--- config.mk ---
export PLATFORM = sky130hd
export DESIGN_NAME = serial_add_ctrl_flat
export DESIGN_NICKNAME = d
export VERILOG_FILES = /design/src/rtl/serial_add_ctrl_if.sv /design/src/rtl/serial_add_ctrl.sv /design/src/flat_wrapper.sv
export SDC_FILE = /design/constraint.sdc
export NUM_CORES = 1
export LEC_CHECK = 0
export CAP_MARGIN = 5
export CORE_UTILIZATION = 45
export DETAILED_ROUTE_END_ITERATION = 8
export GPL_TIMING_DRIVEN = 0
export PLACE_DENSITY_LB_ADDON = 0.3
export SETUP_SLACK_MARGIN = 0.02
export SLEW_MARGIN = 0
export SYNTH_ARGS = -nofsm -noshare
export SYNTH_HDL_FRONTEND = slang
export SYNTH_HIERARCHICAL = 1
export SYNTH_SLANG_ARGS = --single-unit
--- constraint.sdc ---
create_clock -name clk -period 4.4 [get_ports clk]
set_clock_uncertainty 0.1 [all_clocks]
set_input_delay 0.88 -clock clk [delete_from_list [all_inputs] [get_ports clk]]
set_output_delay 0.88 -clock clk [all_outputs]
set_load 0.005 [all_outputs]
--- src/rtl/serial_add_ctrl_if.sv ---
// ---------------------------------------------------------------------------
// serial_add_ctrl_if
//   Request/result bundle for the bit-serial add/subtract controller.
//   master : drives start, sub, c_in, a, b; observes busy, done, sum,
//            c_out, overflow.
//   slave  : the controller side (mirror of master).
// ---------------------------------------------------------------------------
interface serial_add_ctrl_if #(
    parameter int WIDTH = 8
);
    logic             start;
    logic             sub;
    logic             c_in;
    logic [WIDTH-1:0] a;
    logic [WIDTH-1:0] b;
    logic             busy;
    logic             done;
    logic [WIDTH-1:0] sum;
    logic             c_out;
    logic             overflow;

    modport master (
        output start, sub, c_in, a, b,
        input  busy, done, sum, c_out, overflow
    );

    modport slave (
        input  start, sub, c_in, a, b,
        output busy, done, sum, c_out, overflow
    );
endinterface

--- src/rtl/serial_add_ctrl.sv ---
// ---------------------------------------------------------------------------
// serial_add_ctrl
//   Bit-serial add/subtract controller. One full_adder cell is reused for
//   every bit position, LSB first, with a registered carry between bits.
//   Ports:
//     clk    - rising-edge clock
//     rst_n  - asynchronous active-low reset
//     bus    - serial_add_ctrl_if.slave: start/sub/c_in/a/b request,
//              busy/done/sum/c_out/overflow status and result
//   Latency is WIDTH clocks from the accepting edge to the done pulse.
// ---------------------------------------------------------------------------

// One-bit full adder built from gates only; the only arithmetic element.
module full_adder (
    input  logic a,
    input  logic b,
    input  logic c_in,
    output logic s,
    output logic c_out
);
    assign s     = a ^ b ^ c_in;
    assign c_out = (a & b) | (c_in & (a ^ b));
endmodule

module serial_add_ctrl #(
    parameter int WIDTH = 8
) (
    input  logic              clk,
    input  logic              rst_n,
    serial_add_ctrl_if.slave  bus
);
    localparam int                CNT_W    = $clog2(WIDTH + 1);
    localparam logic [CNT_W-1:0]  CNT_LAST = CNT_W'(WIDTH - 1);
    localparam logic [CNT_W-1:0]  CNT_ONE  = CNT_W'(1);

    typedef enum logic [1:0] {
        IDLE = 2'd0,
        RUN  = 2'd1,
        DONE = 2'd2
    } state_t;

    state_t             state_reg,    state_next;
    logic [WIDTH-1:0]   a_sh_reg,     a_sh_next;
    logic [WIDTH-1:0]   b_sh_reg,     b_sh_next;
    logic [WIDTH-1:0]   s_sh_reg,     s_sh_next;
    logic               cy_reg,       cy_next;
    logic [CNT_W-1:0]   cnt_reg,      cnt_next;
    logic [WIDTH-1:0]   sum_reg,      sum_next;
    logic               c_out_reg,    c_out_next;
    logic               overflow_reg, overflow_next;

    logic cell_s;
    logic cell_c_out;
    logic ovf_bit;

    full_adder u_cell (
        .a     (a_sh_reg[0]),
        .b     (b_sh_reg[0]),
        .c_in  (cy_reg),
        .s     (cell_s),
        .c_out (cell_c_out)
    );

    // Only meaningful on the MSB cycle: carry into MSB xor carry out of MSB.
    assign ovf_bit = cy_reg ^ cell_c_out;

    always_comb begin
        state_next    = state_reg;
        a_sh_next     = a_sh_reg;
        b_sh_next     = b_sh_reg;
        s_sh_next     = s_sh_reg;
        cy_next       = cy_reg;
        cnt_next      = cnt_reg;
        sum_next      = sum_reg;
        c_out_next    = c_out_reg;
        overflow_next = overflow_reg;

        case (state_reg)
            IDLE, DONE: begin
                if (bus.start) begin
                    state_next = RUN;
                    a_sh_next  = bus.a;
                    // Subtraction is A + ~B + 1; c_in then acts as a borrow,
                    // so the initial carry is inverted when sub is set.
                    b_sh_next  = bus.sub ? ~bus.b : bus.b;
                    cy_next    = bus.c_in ^ bus.sub;
                    cnt_next   = '0;
                end else begin
                    state_next = IDLE;
                end
            end
            RUN: begin
                s_sh_next = {cell_s, s_sh_reg[WIDTH-1:1]};
                a_sh_next = a_sh_reg >> 1;
                b_sh_next = b_sh_reg >> 1;
                cy_next   = cell_c_out;
                if (cnt_reg == CNT_LAST) begin
                    // Counter parks at zero rather than reaching WIDTH.
                    state_next    = DONE;
                    cnt_next      = '0;
                    sum_next      = {cell_s, s_sh_reg[WIDTH-1:1]};
                    c_out_next    = cell_c_out;
                    overflow_next = ovf_bit;
                end else begin
                    cnt_next = cnt_reg + CNT_ONE;
                end
            end
            default: begin
                state_next = IDLE;
            end
        endcase
    end

    always_ff @(posedge clk or negedge rst_n) begin
        if (!rst_n) begin
            state_reg    <= IDLE;
            a_sh_reg     <= '0;
            b_sh_reg     <= '0;
            s_sh_reg     <= '0;
            cy_reg       <= 1'b0;
            cnt_reg      <= '0;
            sum_reg      <= '0;
            c_out_reg    <= 1'b0;
            overflow_reg <= 1'b0;
        end else begin
            state_reg    <= state_next;
            a_sh_reg     <= a_sh_next;
            b_sh_reg     <= b_sh_next;
            s_sh_reg     <= s_sh_next;
            cy_reg       <= cy_next;
            cnt_reg      <= cnt_next;
            sum_reg      <= sum_next;
            c_out_reg    <= c_out_next;
            overflow_reg <= overflow_next;
        end
    end

    assign bus.busy     = (state_reg == RUN);
    assign bus.done     = (state_reg == DONE);
    assign bus.sum      = sum_reg;
    assign bus.c_out    = c_out_reg;
    assign bus.overflow = overflow_reg;
endmodule

--- src/flat_wrapper.sv ---
// flat-port wrapper written by rule: the top's interface ports become plain ports
module serial_add_ctrl_flat 
#(
    parameter int WIDTH = 8
)
  (clk, rst_n, bus_start, bus_sub, bus_c_in, bus_a, bus_b, bus_busy, bus_done, bus_sum, bus_c_out, bus_overflow);
  serial_add_ctrl_if #(.WIDTH(WIDTH)) bus_i ();
  input  logic clk;
  input  logic rst_n;
  input wire logic [$bits(bus_i.start)-1:0] bus_start;
  input wire logic [$bits(bus_i.sub)-1:0] bus_sub;
  input wire logic [$bits(bus_i.c_in)-1:0] bus_c_in;
  input wire logic [$bits(bus_i.a)-1:0] bus_a;
  input wire logic [$bits(bus_i.b)-1:0] bus_b;
  output wire logic [$bits(bus_i.busy)-1:0] bus_busy;
  output wire logic [$bits(bus_i.done)-1:0] bus_done;
  output wire logic [$bits(bus_i.sum)-1:0] bus_sum;
  output wire logic [$bits(bus_i.c_out)-1:0] bus_c_out;
  output wire logic [$bits(bus_i.overflow)-1:0] bus_overflow;
  assign bus_i.start = bus_start;
  assign bus_i.sub = bus_sub;
  assign bus_i.c_in = bus_c_in;
  assign bus_i.a = bus_a;
  assign bus_i.b = bus_b;
  assign bus_busy = bus_i.busy;
  assign bus_done = bus_i.done;
  assign bus_sum = bus_i.sum;
  assign bus_c_out = bus_i.c_out;
  assign bus_overflow = bus_i.overflow;
  serial_add_ctrl #(.WIDTH(WIDTH)) u_core (.clk(clk), .rst_n(rst_n), .bus(bus_i));
endmodule
==> results by group <==
Drt
  • Met2 WL post-DR: 1750 um
  • Post-DR vias/cell: 5.26
  • Wire length on met3: 186 um
  • Vias: 1,258
  • Initial DRT Pass Iterations: 4
  • WL met1: 1370 um
  • Final ANT Viol Nets: 0
  • Initial DRC Count: 86
  • WL final: 3350 um
  • Wire per inst: 14.0 um
  • Remaining routing DRC violations: 0
  • Top Metal Used: met4

Floorplan
  • Core Box Area: 3720 um^2
  • Rows: 22
  • Starting Density: 47.6%
  • Die width: 64.7 um
  • Die area: 4180 um^2
  • Ports: 33
  • Die Y-Extent: 64.7 um

Clock tree
  • Setup bufs post-CTS: 0
  • CTS tree: yes
  • Worst-Skew Late Latency: 290 ps
  • Num CTS Buffers: 5
  • Post-CTS Hold Buffers: 0
  • CTS Sinks: 40
  • CTS root buf: clkbuf_8
  • Clock Pin Slew Worst Setup and Hold Paths: 80 ps
  • Bufs on Longest Clock Path: 2
  • H-tree depth: 2
  • Post-cts resize count: 0

Placed design
  • Dpl ws: 1910 ps
  • Number of placed cells counting well taps: 231
  • GPL Wtd Cong: 0.715
  • Detailed Place HPWL: 2400 um
  • Dpl cell area: 2130 um^2
  • Buffers on Ports: 31

Synth
  • FF+latch count, synth: 40
  • Synth Area in Adders: 1.84%
  • Post-synthesis sequential area ratio: 56.6%
  • Area share of the leading cell type in the synthesized netlist: 56.6%
  • Netlist cell types: 28
  • Post-synthesis mux area share: 6.94%
  • Largest family of logic cells by synthesized area: simple AND/OR/NAND/NOR gates
  • Synth area leader: dfrtp_1
  • Post-Synthesis Cells: 152
  • XOR/XNOR Fraction of Synth Area: 4.95%
  • Syn_area_per_cell: 11.6 um^2
  • Synth area leaders: dfrtp_1 57%, nand2_1 6.4%, mux2_2 5.7%, a221o_1 4.5%, xnor2_1 4.0%
  • YS warnings: 6
  • Compound-Gate Fraction of Synth Area: 10.3%
  • Synthesized cell area: 1770 um^2
  • Synth Area in Simple Gates: 14.6%
  • Synthesized Nets: 175

STA
  • Slew Viols, Final: 0
  • Fin crit period: 2790 ps
  • Worst-margin pin slew: 865 ps
  • Final setup vio count: 0
  • RSZ-0062 raised after global routing: false
  • Hold_ws: 398 ps
  • Final period util: 63.5%
  • Slew margin rel.: 42.3%
  • Max frequency: 0.358 GHz
  • Worst setup margin: 1610 ps
  • Setup_tns: 0 ps
  • Endpoints failing hold: 0

Setup path
  • Setup Crit Path Kind: reg2out
  • Critical-path top delay cell: clkdlybuf4s50_1
  • CP Launch Type: flip-flop
  • Req. time, crit path: 3420 ps
  • Worst Reg-to-Reg Cells: 5
  • CP peak stage delay: 530 ps
  • Cell Chain, Critical Path: nand2b_1, buf_6, inv_8, buf_2, clkdlybuf4s50_1
  • CP max FO: 10
  • CP Capture Type: primary output
  • CP arrival: 1810 ps

Cells and area
  • Nets: 213
  • Most frequent cells in the layout: 40 x dfrtp_1, 30 x clkdlybuf4s50_1, 30 x nand2_1
  • Area Overhead vs Synth: 25.9%
  • Post-layout util: 59.9%
  • Final instance area: 2230 um^2
  • Antenna diode count: 0
  • Fin cells: 239
  • Most common cell after layout, fill and taps aside: dfrtp_1
  • Share of cells above drive strength 1: 16.2%

Global route
  • Total global routing track utilization: 18.4%
  • Grt ovf: 0
  • Largest net degree at the start of global routing: 41
  • First-pass GRT wire length: 5610 um
  • Initial antenna violation count: 0
  • Number of global-route vias before repair: 1,193

Outcome
  • Status: complete, no violations

Worst hold path
  • Hold path depth: 2
  • Hold WC Path Type: reg2reg

Pwr
  • Maximum VDD drop: 0.000302 V
  • PwrDens: 674 nW/um^2
  • Tot Pwr: 1.50 mW
  • Leak: 1.03 nW

Flow run
  • Max Cap Viol: 0
power by group:
group | internal, mW | switching [mW]
Clock | 0.125 | 0.123
Combinational | 0.332 | 0.281
Sequential | 0.536 | 0.102
final timing paths:
| check | end | startpoint | slack (ps) |
|---|---|---|---|
| max reg2reg | u_core/bus.sum[0] | u_core/cnt_reg[0] | 2760 |
| min | u_core/s_sh_reg[3] | u_core/s_sh_reg[4] | 400 |
| min in group asynchronous | u_core/bus.sum[1] | rst_n | 600 |
| max in group asynchronous | u_core/b_sh_reg[4] | rst_n | 3060 |
| max | bus_busy | u_core/state_reg[1] | 1610 |
| min reg2reg | u_core/s_sh_reg[3] | u_core/s_sh_reg[4] | 400 |
synth_stat cells, drive strengths merged:
cell	n
and2b	1
ha	1
xor2	2
a211o	1
nor2	10
inv	1
mux2	10
nor2b	2
xnor2	8
buf	10
nand2b	2
mux2i	1
and3	1
dfrtp	40
nand3b	1
nor4	1
fa	1
nand3	9
o21ai	1
a22o	4
a22oi	7
nand2	30
a221o	8
worst max-delay path: cells and delay by family (launching register included):
family	cells	cell delay, ps
flip-flops	1	380
AND/OR/NAND/NOR	1	150
buffers and inverters	4	990
logic make-up (layout without fill, tap and decap cells):
family | count (synthesis) | count (layout)
buffers and inverters | 11 | 50
DFF | 40 | 40
and+or+nand+nor | 57 | 57
AOI/OAI and AO/OA | 21 | 21
muxes | 11 | 11
xor gates and xnor gates | 10 | 10
adders and majority gates | 2 | 2
layout make-up:
cell class / instances / area [um^2]
Timing Repair Buffer: 31 / 305
Multi-Input combinational cell: 101 / 682
Inverter: 1 / 11.3
Clock inverter: 2 / 10.0
Tap cell: 48 / 60.1
Fill cell: 330 / 1490
Buffer: 10 / 73.8
Clock buffer: 6 / 82.6
Sequential cell: 40 / 1000
layer usage:
| metal | vias to the layer above | GRT usage [%] |
|---|---|---|
| li1 | 600 | - |
| met5 | - | 0 |
| met2 | 38 | 29.9 |
| met4 | 0 | 6.67 |
| met3 | 5 | 5.81 |
| met1 | 615 | 23.1 |
(Power assumes the default switching activity.)
